**config.mk**
```make
export PLATFORM = sky130hd
export DESIGN_NAME = run_controller
export DESIGN_NICKNAME = d
export VERILOG_FILES = /design/src/rtl/run_controller.sv
export SDC_FILE = /design/constraint.sdc
export NUM_CORES = 1
export LEC_CHECK = 0
export ABC_CLOCK_PERIOD_IN_PS = 1100
export BUFFER_PORTS_ARGS = -buffer_cell sky130_fd_sc_hd__buf_2
export CORE_UTILIZATION = 31
export CTS_CLUSTER_SIZE = 28
export DETAILED_ROUTE_END_ITERATION = 12
export PLACE_DENSITY = 0.74
export SYNTH_ARGS = -nofsm -noshare
export SYNTH_HDL_FRONTEND = slang
export SYNTH_SLANG_ARGS = --single-unit
```
**constraint.sdc**
```tcl
create_clock -name clk -period 1.1 [get_ports clk]
set_input_delay 0.055 -clock clk [delete_from_list [all_inputs] [get_ports clk]]
set_output_delay 0.055 -clock clk [all_outputs]
set_load 0.01 [all_outputs]
```
**src/rtl/run_controller.sv**
```systemverilog
`default_nettype none
// ============================================================================
//  Module      : run_controller
//  Description : Run/halt/single-step sequencer driving the MIPS PC enable.
//                Optional statistics counters under `RUN_CTRL_STATS_EN.
//  Revision    : 1.0 - initial release
// ============================================================================
module run_controller #(
    parameter logic [31:0] PASS_CODE = 32'h0000_0022
) (
    input  logic        clk,
    input  logic        rst,
    input  logic        Syscall,
    input  logic [31:0] R1_out,
    input  logic        Go,
    input  logic        Step,
    output logic        pc_enable,
    output logic        halted,
    output logic        paused,
    output logic [31:0] instr_cnt,
    output logic [15:0] halt_cnt
);

    localparam logic [2:0] c_RUN    = 3'd0;
    localparam logic [2:0] c_HALT   = 3'd1;
    localparam logic [2:0] c_RESUME = 3'd2;
    localparam logic [2:0] c_PAUSE  = 3'd3;
    localparam logic [2:0] c_STEP   = 3'd4;

    logic       r_go_s1;
    logic       r_go_s2;
    logic       r_go_s3;
    logic       r_step_s1;
    logic       r_step_s2;
    logic [2:0] r_state;
    logic [2:0] w_next_state;
    logic       w_go_pulse;
    logic       w_hs;
    logic       w_pc_enable;

    // Go and Step are raw button levels; r_go_s3 only serves edge detection.
    always_ff @(posedge clk or posedge rst) begin
        if (rst) begin
            r_go_s1   <= 1'b0;
            r_go_s2   <= 1'b0;
            r_go_s3   <= 1'b0;
            r_step_s1 <= 1'b0;
            r_step_s2 <= 1'b0;
        end else begin
            r_go_s1   <= Go;
            r_go_s2   <= r_go_s1;
            r_go_s3   <= r_go_s2;
            r_step_s1 <= Step;
            r_step_s2 <= r_step_s1;
        end
    end

    assign w_go_pulse = r_go_s2 & ~r_go_s3;
    assign w_hs       = Syscall & (R1_out != PASS_CODE);

    always_ff @(posedge clk or posedge rst) begin
        if (rst) begin
            r_state <= c_RUN;
        end else begin
            r_state <= w_next_state;
        end
    end

    always_comb begin
        w_next_state = r_state;
        case (r_state)
            c_RUN, c_STEP: begin
                if (w_hs) begin
                    w_next_state = c_HALT;
                end else if (r_step_s2) begin
                    w_next_state = c_PAUSE;
                end else begin
                    w_next_state = c_RUN;
                end
            end
            c_HALT: begin
                if (w_go_pulse) begin
                    w_next_state = c_RESUME;
                end
            end
            // The syscall under the PC was already acknowledged by the halt.
            c_RESUME: begin
                w_next_state = r_step_s2 ? c_PAUSE : c_RUN;
            end
            c_PAUSE: begin
                if (w_go_pulse) begin
                    w_next_state = c_STEP;
                end
            end
            default: begin
                w_next_state = c_RUN;
            end
        endcase
    end

    always_comb begin
        w_pc_enable = 1'b0;
        case (r_state)
            c_RUN, c_STEP: w_pc_enable = ~w_hs;
            c_RESUME:      w_pc_enable = 1'b1;
            default:       w_pc_enable = 1'b0;
        endcase
    end

    assign pc_enable = w_pc_enable & ~rst;
    assign halted    = (r_state == c_HALT);
    assign paused    = (r_state == c_PAUSE);

`ifdef RUN_CTRL_STATS_EN
    logic [31:0] r_instr_cnt;
    logic [15:0] r_halt_cnt;
    logic        w_enter_halt;

    assign w_enter_halt = (r_state != c_HALT) && (w_next_state == c_HALT);

    always_ff @(posedge clk or posedge rst) begin
        if (rst) begin
            r_instr_cnt <= 32'd0;
            r_halt_cnt  <= 16'd0;
        end else begin
            if (w_pc_enable) begin
                r_instr_cnt <= r_instr_cnt + 32'd1;
            end
            if (w_enter_halt && (r_halt_cnt != 16'hFFFF)) begin
                r_halt_cnt <= r_halt_cnt + 16'd1;
            end
        end
    end

    assign instr_cnt = r_instr_cnt;
    assign halt_cnt  = r_halt_cnt;
`else
    assign instr_cnt = 32'd0;
    assign halt_cnt  = 16'd0;
`endif

endmodule
`default_nettype wire

```
Yosys cells after proc, flatten, opt, wreduce, memory -nomap -nowiden

Index checks and enable logic that the tools add are counted.

Eq/ne operators: 7
Muxes and demuxes: 6
Bitwise logic cells: 6
Reduce and logical (&&, ||, !) cells: 3

Operators with widths:

| operator            | number |
|---|---|
| $ne 32x6->1 const B | 1 |
| $pmux 3 s4          | 1 |
| $eq 3x2->1 const B  | 2 |
| $mux 3              | 2 |
| $mux 2              | 2 |
| $ne 2x1->1 const B  | 2 |
| $and 1x1->1         | 3 |
| $eq 3x1->1 const B  | 1 |
| $eq 3x3->1 const B  | 1 |
| $logic_not 3->1     | 1 |
| $not 1->1           | 3 |
| $pmux 1 s2          | 1 |
| $reduce_and 2->1    | 1 |
| $reduce_or 2->1     | 1 |

Bits in registers: 8
Input bits: 37
Output and inout port bits: 51
Logic and storage cells: 28

Logic depth before layout (Yosys ltp)

Gate-level depths: netlist of run 1.

Depth in word-level cells: 5
Mapped depth: 4

Least setup slack after synthesis of run 1

No wires, ideal clock.

Path type: flip-flop to flip-flop
From: reg r_state[0]
To: reg r_state[1]
Setup time: 0.082 ns
Data arrival time: 0.979 ns
Slack: 0.040 ns
Cell stages (with the launch flop): 5
Path buffers: 0
Clock period less this slack: 1.060 ns
Cell sequence: dfrtp_1 > nor2b_1 > a31oi_1 > o22a_1 > a31oi_1

Cells in the longest elaborated chain, start to end: 3
Elaborated cells between the ends (all ways): 10

Ends and longest elaborated chain:

| what                                                  | RTL line | text |
|---|---|---|
| from (decl)                                           | 35       | `logic [2:0] r_state;` |
| from (signal assigned)                                | 63       | `r_state <= c_RUN;` |
| from (signal assigned)                                | 65       | `r_state <= w_next_state;` |
| $eq 3x3->1 (tied with other cells)                    | 71       | `case (r_state)` |
| $reduce_or 2->1 / $ne 2x1->1 (equally long branches)  | -        |  |
| $pmux 3 s4 / $reduce_and 2->1 (equally long branches) | -        |  |

Several ways; a longest one is shown, not always the timed one.
A chain may end at the register's enable or synchronous reset.

Worst setup path in the final report of run 1

From: reg r_state[1]
To: out pc_enable

Cells in the longest elaborated chain, start to end: 4
Elaborated cells between the ends (all ways): 6

Ends and longest elaborated chain:

| what                                                 | RTL line | text |
|---|---|---|
| $eq 3x3->1 / $logic_not 3->1 (equally long branches) | 103      | `case (r_state)` |
| $reduce_or 2->1                                      | 103      |  |
| $pmux 1 s2 *                                         | 103      |  |
| $and 1x1->1 *                                        | 110      | `assign pc_enable = w_pc_enable & ~rst;` |
| to (decl)                                            | 17       | `output logic pc_enable,` |

Mark *: on every way between the ends. The rest lies on a longest branch, timed or not.

==> key figures, run 1 <==
Floorplanning
  • Die ar.: 2790 um2
  • Io pins: 88
  • DIE HEIGHT: 52.8 um
  • Core area: 2450 um2
  • Rows: 18
  • Die X-Extent: 52.8 um
  • Initial Util: 0.326

Global routing
  • Pin count of the biggest net entering global routing: 9
  • Gr ovfl total: 0
  • Number of global-route vias before repair: 484
  • Met3 Usage GRT: 0.0116
  • Gr usage total: 0.0892
  • First-pass GRT wire length: 1.81 mm
  • Met2 Resource Use GR: 0.177
  • Antenna violations before repair: 0
  • Top Usage Layer GRT: met2
  • Grt met1 use: 0.0841

STA
  • Max-slew violations: 0
  • Final Hold Viols: 0
  • Post-route setup slack: -138 ps
  • Clock Skews: 0.883 ps
  • RSZ-0062 raised after global routing: true
  • Fmax: 807 MHz
  • Setup Viol. Count Final: 4
  • Minimum clock period: 1240 ps
  • Period utilization: 1.13

Worst setup path
  • CP cell instances: a211o_1 -> a31oi_1 -> buf_2
  • WP buf/inv: 1
  • Critical path class: reg2out
  • WP data required: 1040 ps
  • CP Max Fanout: 2
  • CP startpoint kind: register
  • CP max stage cell: dfrtp_1
  • CP Capture Type: output pin
  • CP Data Arrival Time: 1180 ps
  • Worst path max stage delay: 380 ps
  • CP Depth: 3
  • CP delay by family, top: compound AO/OA/AOI/OAI gates
  • R2R depth: 5

Placement
  • IO buf count: 39
  • Placed cell areas: 878 um2
  • Placer Congestion: 0.724
  • Detailed placement HPWL: 1.10 mm

Layout
  • Nets@finish: 179
  • Fillcell total: 255
  • Final Util: 0.398
  • Layout cells sized above 1: 0.421
  • Design area: 976 um2
  • Area grow syn2layout: 22.1%
  • Inserted Diodes: 0

Synth
  • Number of distinct library cells after synthesis: 23
  • Cell Area, Synth: 800 um2
  • Synth warn: 0
  • Ys async rst share: 1.00
  • Cells after Synth: 90
  • Mapped Avg Cell Area: 8.88 um2
  • Post-synth EDFFs: 0
  • Seq/Total Area, Yosys: 0.250
  • Synthesis-stage register bit count: 8
  • Synth Flop Type: dfrtp_1

Clock network
  • TritonCTS Buffers: 3
  • Total clock sinks: 8
  • Clock Path Buffers: 2
  • Worst-Skew Late Latency: 240 ps
  • H-tree levels: 1
  • CTS tree: built
  • Worst-path clk slew: 50 ps
  • Clock Tree Root: clkbuf_4

Flow run
  • Max-Cap Viols: 0

Route
  • Wire per inst: 7.31 um
  • Drt drc: 0
  • DRT Pass-1 Iters: 4
  • Vias: 642
  • Final WL: 1.24 mm
  • Via/cell ratio: 3.78
  • Post-route ant nets: 0
  • 1st-iter DRT viols: 6

Pwr
  • Peak supply drop: 805 uV
  • Power per cell area: 1330 nW/um2
  • P_leak: 0.539 nW
  • Total power: 1.30 mW

Run status
  • Failing checks: negative setup slack
  • Status: finished, violations left

Min path
  • Worst min-delay path class: in2reg
  • Hold Path Depth: 2
report_power, final:
group | internal [mW] | switching, mW | leakage, nW
logic | 0.355 | 0.346 | 0.430
clock network | 0.124 | 0.0838 | 0.0138
registers | 0.346 | 0.0414 | 0.0952
total | 0.824 | 0.472 | 0.539
cell usage after synthesis, drive strengths merged (2+ instances only):
library cell / number / area share
a31oi: 4 / 0.031
nor4b: 2 / 0.030
inv: 3 / 0.014
nor2b: 2 / 0.016
nor4: 6 / 0.078
dfrtp: 8 / 0.25
buf: 48 / 0.45
and2: 2 / 0.016
nor2: 2 / 0.0094
nand4: 2 / 0.016
flip-flops by register name, summed over array words and instances (netlist names):
name,count
r_state,3
r_go_s1,1
r_go_s2,1
r_go_s3,1
r_step_s1,1
r_step_s2,1
worst paths after layout:
check	slack [ps]	endpoint	from
setup / recovery	-140	pc_enable	r_state[1]$_DFFE_PP0P_
hold / removal	30	r_state[1]$_DFFE_PP0P_	Syscall
setup reg to reg	-70	r_state[1]$_DFFE_PP0P_	r_state[0]$_DFFE_PP0P_
hold reg to reg	350	r_go_s2$_DFF_PP0_	r_go_s1$_DFF_PP0_
max in group asynchronous	570	r_state[0]$_DFFE_PP0P_	rst
min in group asynchronous	310	r_state[2]$_DFFE_PP0P_	rst
area by class of cell:
| type | count | area (um2) | share of cell area |
|---|---|---|---|
| clock buffers | 3 | 22.5 | 0.0231 |
| well taps | 30 | 37.5 | 0.0385 |
| multi-input cells | 78 | 430 | 0.441 |
| inverters | 3 | 11.3 | 0.0115 |
| repair buffers | 48 | 274 | 0.281 |
| flip-flops and latches | 8 | 200 | 0.205 |
per-stage QoR:
stage	hold WS, ps	TNS (ps)	setup WS [ps]	cells
3_3_place_gp	17.8	-358	-162	162
6_report	33.4	-334	-138	170
4_1_cts	23.8	-394	-160	169
2_1_floorplan	-129	0	39.6	137
5_1_grt	43.6	-591	-212	170
3_5_place_dp	25.3	-326	-150	162
cell usage in the layout (no fill, tap or decap):
master	synthesis	layout
conb_1	1	48
buf_4	48	5
a21oi_2	0	1
clkbuf_4	0	3
nor2b_4	0	1
nor2b_2	0	1
o22a_1	1	1
inv_2	0	1
nor4_1	2	2
nand2b_1	1	1
o21ai_0	1	1
nor2_1	2	2
buf_6	0	1
a31o_1	1	1
and3_1	1	1
o2bb2ai_2	0	1
and2_1	2	2
a211o_1	1	1
nor4_2	4	4
dfrtp_1	8	8
nor4b_2	1	2
buf_2	0	39
dlygate4sd3_1	0	3
or2_1	1	1
inv_1	3	2
nand4_1	2	2
a31oi_1	4	4
nand2_1	1	1
cell families (layout without fill, tap and decap cells):
kind of cell | Yosys count | count (layout) | share of synthesized area
compound gates | 10 | 10 | 0.0876
flops | 8 | 8 | 0.250
other cells | 1 | 48 | 0.00469
buf+inv | 51 | 54 | 0.465
simple gates | 20 | 20 | 0.192
per-layer routing:
| metal | routed length [um] | vias up |
|---|---|---|
| met2 | 733 | 46 |
| met5 | 0 | - |
| met1 | 405 | 284 |
| li1 | - | 312 |
| met4 | 0 | 0 |
| met3 | 105 | 0 |
timing repair:
item | CTS | global route
hold endpoints to repair | 10 | 0
hold buffers | 3 | 0
gates resized for setup | 2 | 6
endpoints found under the setup margin | 5 | 5
pin swaps | 1 | 0
buffers inserted | 1 | 1
Note: power is estimated with default switching activity, not from simulation.
==> run 2: changes to the inputs <==
--- a/config.mk
+++ b/config.mk
@@ -6,11 +6,14 @@
 export NUM_CORES = 1
 export LEC_CHECK = 0
 export ABC_CLOCK_PERIOD_IN_PS = 1100
-export BUFFER_PORTS_ARGS = -buffer_cell sky130_fd_sc_hd__buf_2
-export CORE_UTILIZATION = 31
+export CELL_PAD_IN_SITES_DETAIL_PLACEMENT = 0
+export CELL_PAD_IN_SITES_GLOBAL_PLACEMENT = 1
+export CORE_UTILIZATION = 35
 export CTS_CLUSTER_SIZE = 28
 export DETAILED_ROUTE_END_ITERATION = 12
-export PLACE_DENSITY = 0.74
+export DONT_BUFFER_PORTS = 1
+export HOLD_SLACK_MARGIN = 0.03
+export PLACE_DENSITY = 0.7
 export SYNTH_ARGS = -nofsm -noshare
 export SYNTH_HDL_FRONTEND = slang
 export SYNTH_SLANG_ARGS = --single-unit
==> run 2 against run 1 <==
  * The run still ends with negative setup slack left
  * Via count down 12%
  * Non-clock buffer count down 32
  * Sequential share of layout area up 3.0 points
  * Clock skew up 8.5 ps
  * Global-route usage up 3.3 points
  * Sequential cell count unchanged
  * Design area down 13%
  * First-iteration DRC count up 33%
  * Setup slack worse by 67 ps
  * Final cell count down 21%
  * Critical endpoint unchanged
==> key figures, run 2 (synthesis gave the netlist of run 1 again) <==
Route
  • Via/cell ratio: 4.17 (+10%)
  • Drt drc: 0 (unchanged)
  • Wire per inst: 11.1 um (+51%)
  • DRT Pass-1 Iters: 6 (+2)
  • Final WL: 1.49 mm (+20%)
  • 1st-iter DRT viols: 8 (+2)
  • Vias: 563 (-12%)
  • Post-route ant nets: 0 (unchanged)

Run status
  • Failing checks: negative setup slack
  • Status: finished, violations left

Placement
  • IO buf count: 0 (-100%)
  • Pre-CTS setup slack: -35.7 ps (+114 ps)
  • Placed cell areas: 694 um2 (-21%)
  • Placer Congestion: 0.867 (+20%)
  • Placed cell count: 122 (-25%)
  • Detailed placement HPWL: 1.03 mm (-5.9%)

Min path
  • Worst min-delay path class: in2reg
  • Hold Startpoint: R1_out[22]
  • Hold Crit Endpoint: r_state[1]$_DFFE_PP0P_
  • Hold Path Depth: 4 (+2)

Clock network
  • Worst-Skew Late Latency: 260 ps (+20 ps)
  • Clock Path Buffers: 2 (unchanged)
  • TritonCTS Buffers: 3 (unchanged)
  • CTS tree: built
  • H-tree levels: 1 (unchanged)
  • Worst-path clk slew: 60 ps (about the same)
  • Total clock sinks: 8 (unchanged)
  • Clock Tree Root: clkbuf_4

STA
  • Final Hold Viols: 0 (unchanged)
  • RSZ-0062 raised after global routing: true
  • Clock Skews: 9.39 ps (+8.50 ps)
  • Minimum clock period: 1310 ps (+67.4 ps)
  • Fin Setup TNS: -539 ps (-206 ps)
  • Setup Viol. Count Final: 5 (+1)
  • Period utilization: 1.19 (+0.0613)
  • Fmax: 766 MHz (-5.2%)
  • Final hold slack: 146 ps (+113 ps)
  • Post-route setup slack: -206 ps (-67.4 ps)
  • Max-slew violations: 0 (unchanged)

Global routing
  • First-pass GRT wire length: 2.30 mm (+27%)
  • Pin count of the biggest net entering global routing: 9 (unchanged)
  • Gr ovfl total: 0 (unchanged)
  • Number of global-route vias before repair: 483 (-0.21%)
  • Top Usage Layer GRT: met2
  • Met2 Resource Use GR: 0.214 (+0.0367)
  • Antenna violations before repair: 0 (unchanged)
  • Gr usage total: 0.122 (+0.0327)
  • Met3 Usage GRT: 0.0463 (+0.0347)
  • Grt met1 use: 0.136 (+0.0515)

Worst setup path
  • CP max stage cell: dfrtp_1
  • CP delay by family, top: compound AO/OA/AOI/OAI gates
  • CP cell instances: a211o_1 -> a31oi_1 -> buf_4
  • WP data required: 1040 ps (about the same)
  • Reg2reg start: r_state[0]$_DFFE_PP0P_
  • CP Depth: 3 (unchanged)
  • CP Capture Type: output pin
  • CP startpoint kind: register
  • Crit path launch: r_state[1]$_DFFE_PP0P_
  • R2r setup slk: -110 ps (-40 ps)
  • Worst flop-to-flop path endpoint: r_state[1]$_DFFE_PP0P_
  • R2R depth: 5 (unchanged)
  • Critical path class: reg2out
  • WP buf/inv: 1 (unchanged)
  • CP Data Arrival Time: 1250 ps (+70 ps)
  • Worst path max stage delay: 390 ps (about the same)
  • CP Max Fanout: 2 (unchanged)

Layout
  • Design area: 852 um2 (-13%)
  • Max reg flops: 3 (unchanged)
  • Layout cells sized above 1: 0.250 (-0.171)
  • Final Util: 0.413 (+0.0157)
  • Most frequent cells in the layout: conb_1 (48), buf_4 (8), dfrtp_1 (8)
  • Area grow syn2layout: 6.57%
  • Reg area: 200 um2 (unchanged)
  • Final non-filler cell total: 135 (-21%)
  • Inserted Diodes: 0 (unchanged)
  • Nets@finish: 147 (-18%)
  • Fillcell total: 206 (-19%)
  • Multi-input logic area: 437 um2 (+1.5%)
  • Most flop-heavy register: r_state
  • Most common cell after layout, fill and taps aside: conb_1

Floorplanning
  • Rows: 16 (-2)
  • Die X-Extent: 49.8 um (-5.7%)
  • Io pins: 88 (unchanged)
  • Die ar.: 2480 um2 (-11%)
  • Core area: 2060 um2 (-16%)
  • Initial Util: 0.388 (+0.0621)
  • DIE HEIGHT: 49.8 um (-5.7%)

Pwr
  • Total power: 1.44 mW (+11%)
  • P_leak: 0.423 nW (-22%)
  • Power per cell area: 1690 nW/um2 (+28%)
  • Peak supply drop: 940 uV (+17%)

Flow run
  • Max-Cap Viols: 0 (unchanged)
==> run 2: final cells by class <==
cell class | instances | share of cell area
Sequential cell | 8 | 0.235
Timing Repair Buffer | 16 | 0.170
Tap cell | 27 | 0.0396
Clock buffer | 3 | 0.0264
Multi-Input combinational cell | 78 | 0.512
Inverter | 3 | 0.0162
==> run 2: where the power goes <==
group | internal (mW) | switching, mW | leakage (nW)
clock | 0.125 | 0.105 | 0.0138
combinational | 0.430 | 0.393 | 0.314
sequential | 0.345 | 0.0444 | 0.0952
total | 0.901 | 0.543 | 0.423
==> run 2: worst max path at each step <==
stage and end:
3_3_place_gp r_state[1]$_DFFE_PP0P_, 5_1_grt pc_enable, 6_report pc_enable, 4_1_cts pc_enable, 2_1_floorplan r_state[1]$_DFFE_PP0P_, 3_5_place_dp r_state[1]$_DFFE_PP0P_
==> run 2: repair_timing <==
action                                  4_1_cts  5_1_grt
hold endpoints to repair                     12        0
pin swaps                                     3        1
endpoints found under the setup margin        5        6
hold buffers                                  4        0
setup buffers                                 4        3
gates cloned                                  0        0
gates resized for setup                      10        4
==> run 2: worst reg2reg max path: stages (launching register included) <==
cell and delay, ps:
dfrtp_1 420, buf_6 140, nor2b_4 140, a31oi_1 70, o22a_1 220, a31oi_1 130
==> run 2: metal layers <==
| metal | vias to the layer above | wire length (um) |
|---|---|---|
| li1 | 249 | - |
| met1 | 263 | 549 |
| met2 | 51 | 818 |
| met3 | 0 | 126 |
| met4 | 0 | 0 |
| met5 | - | 0 |
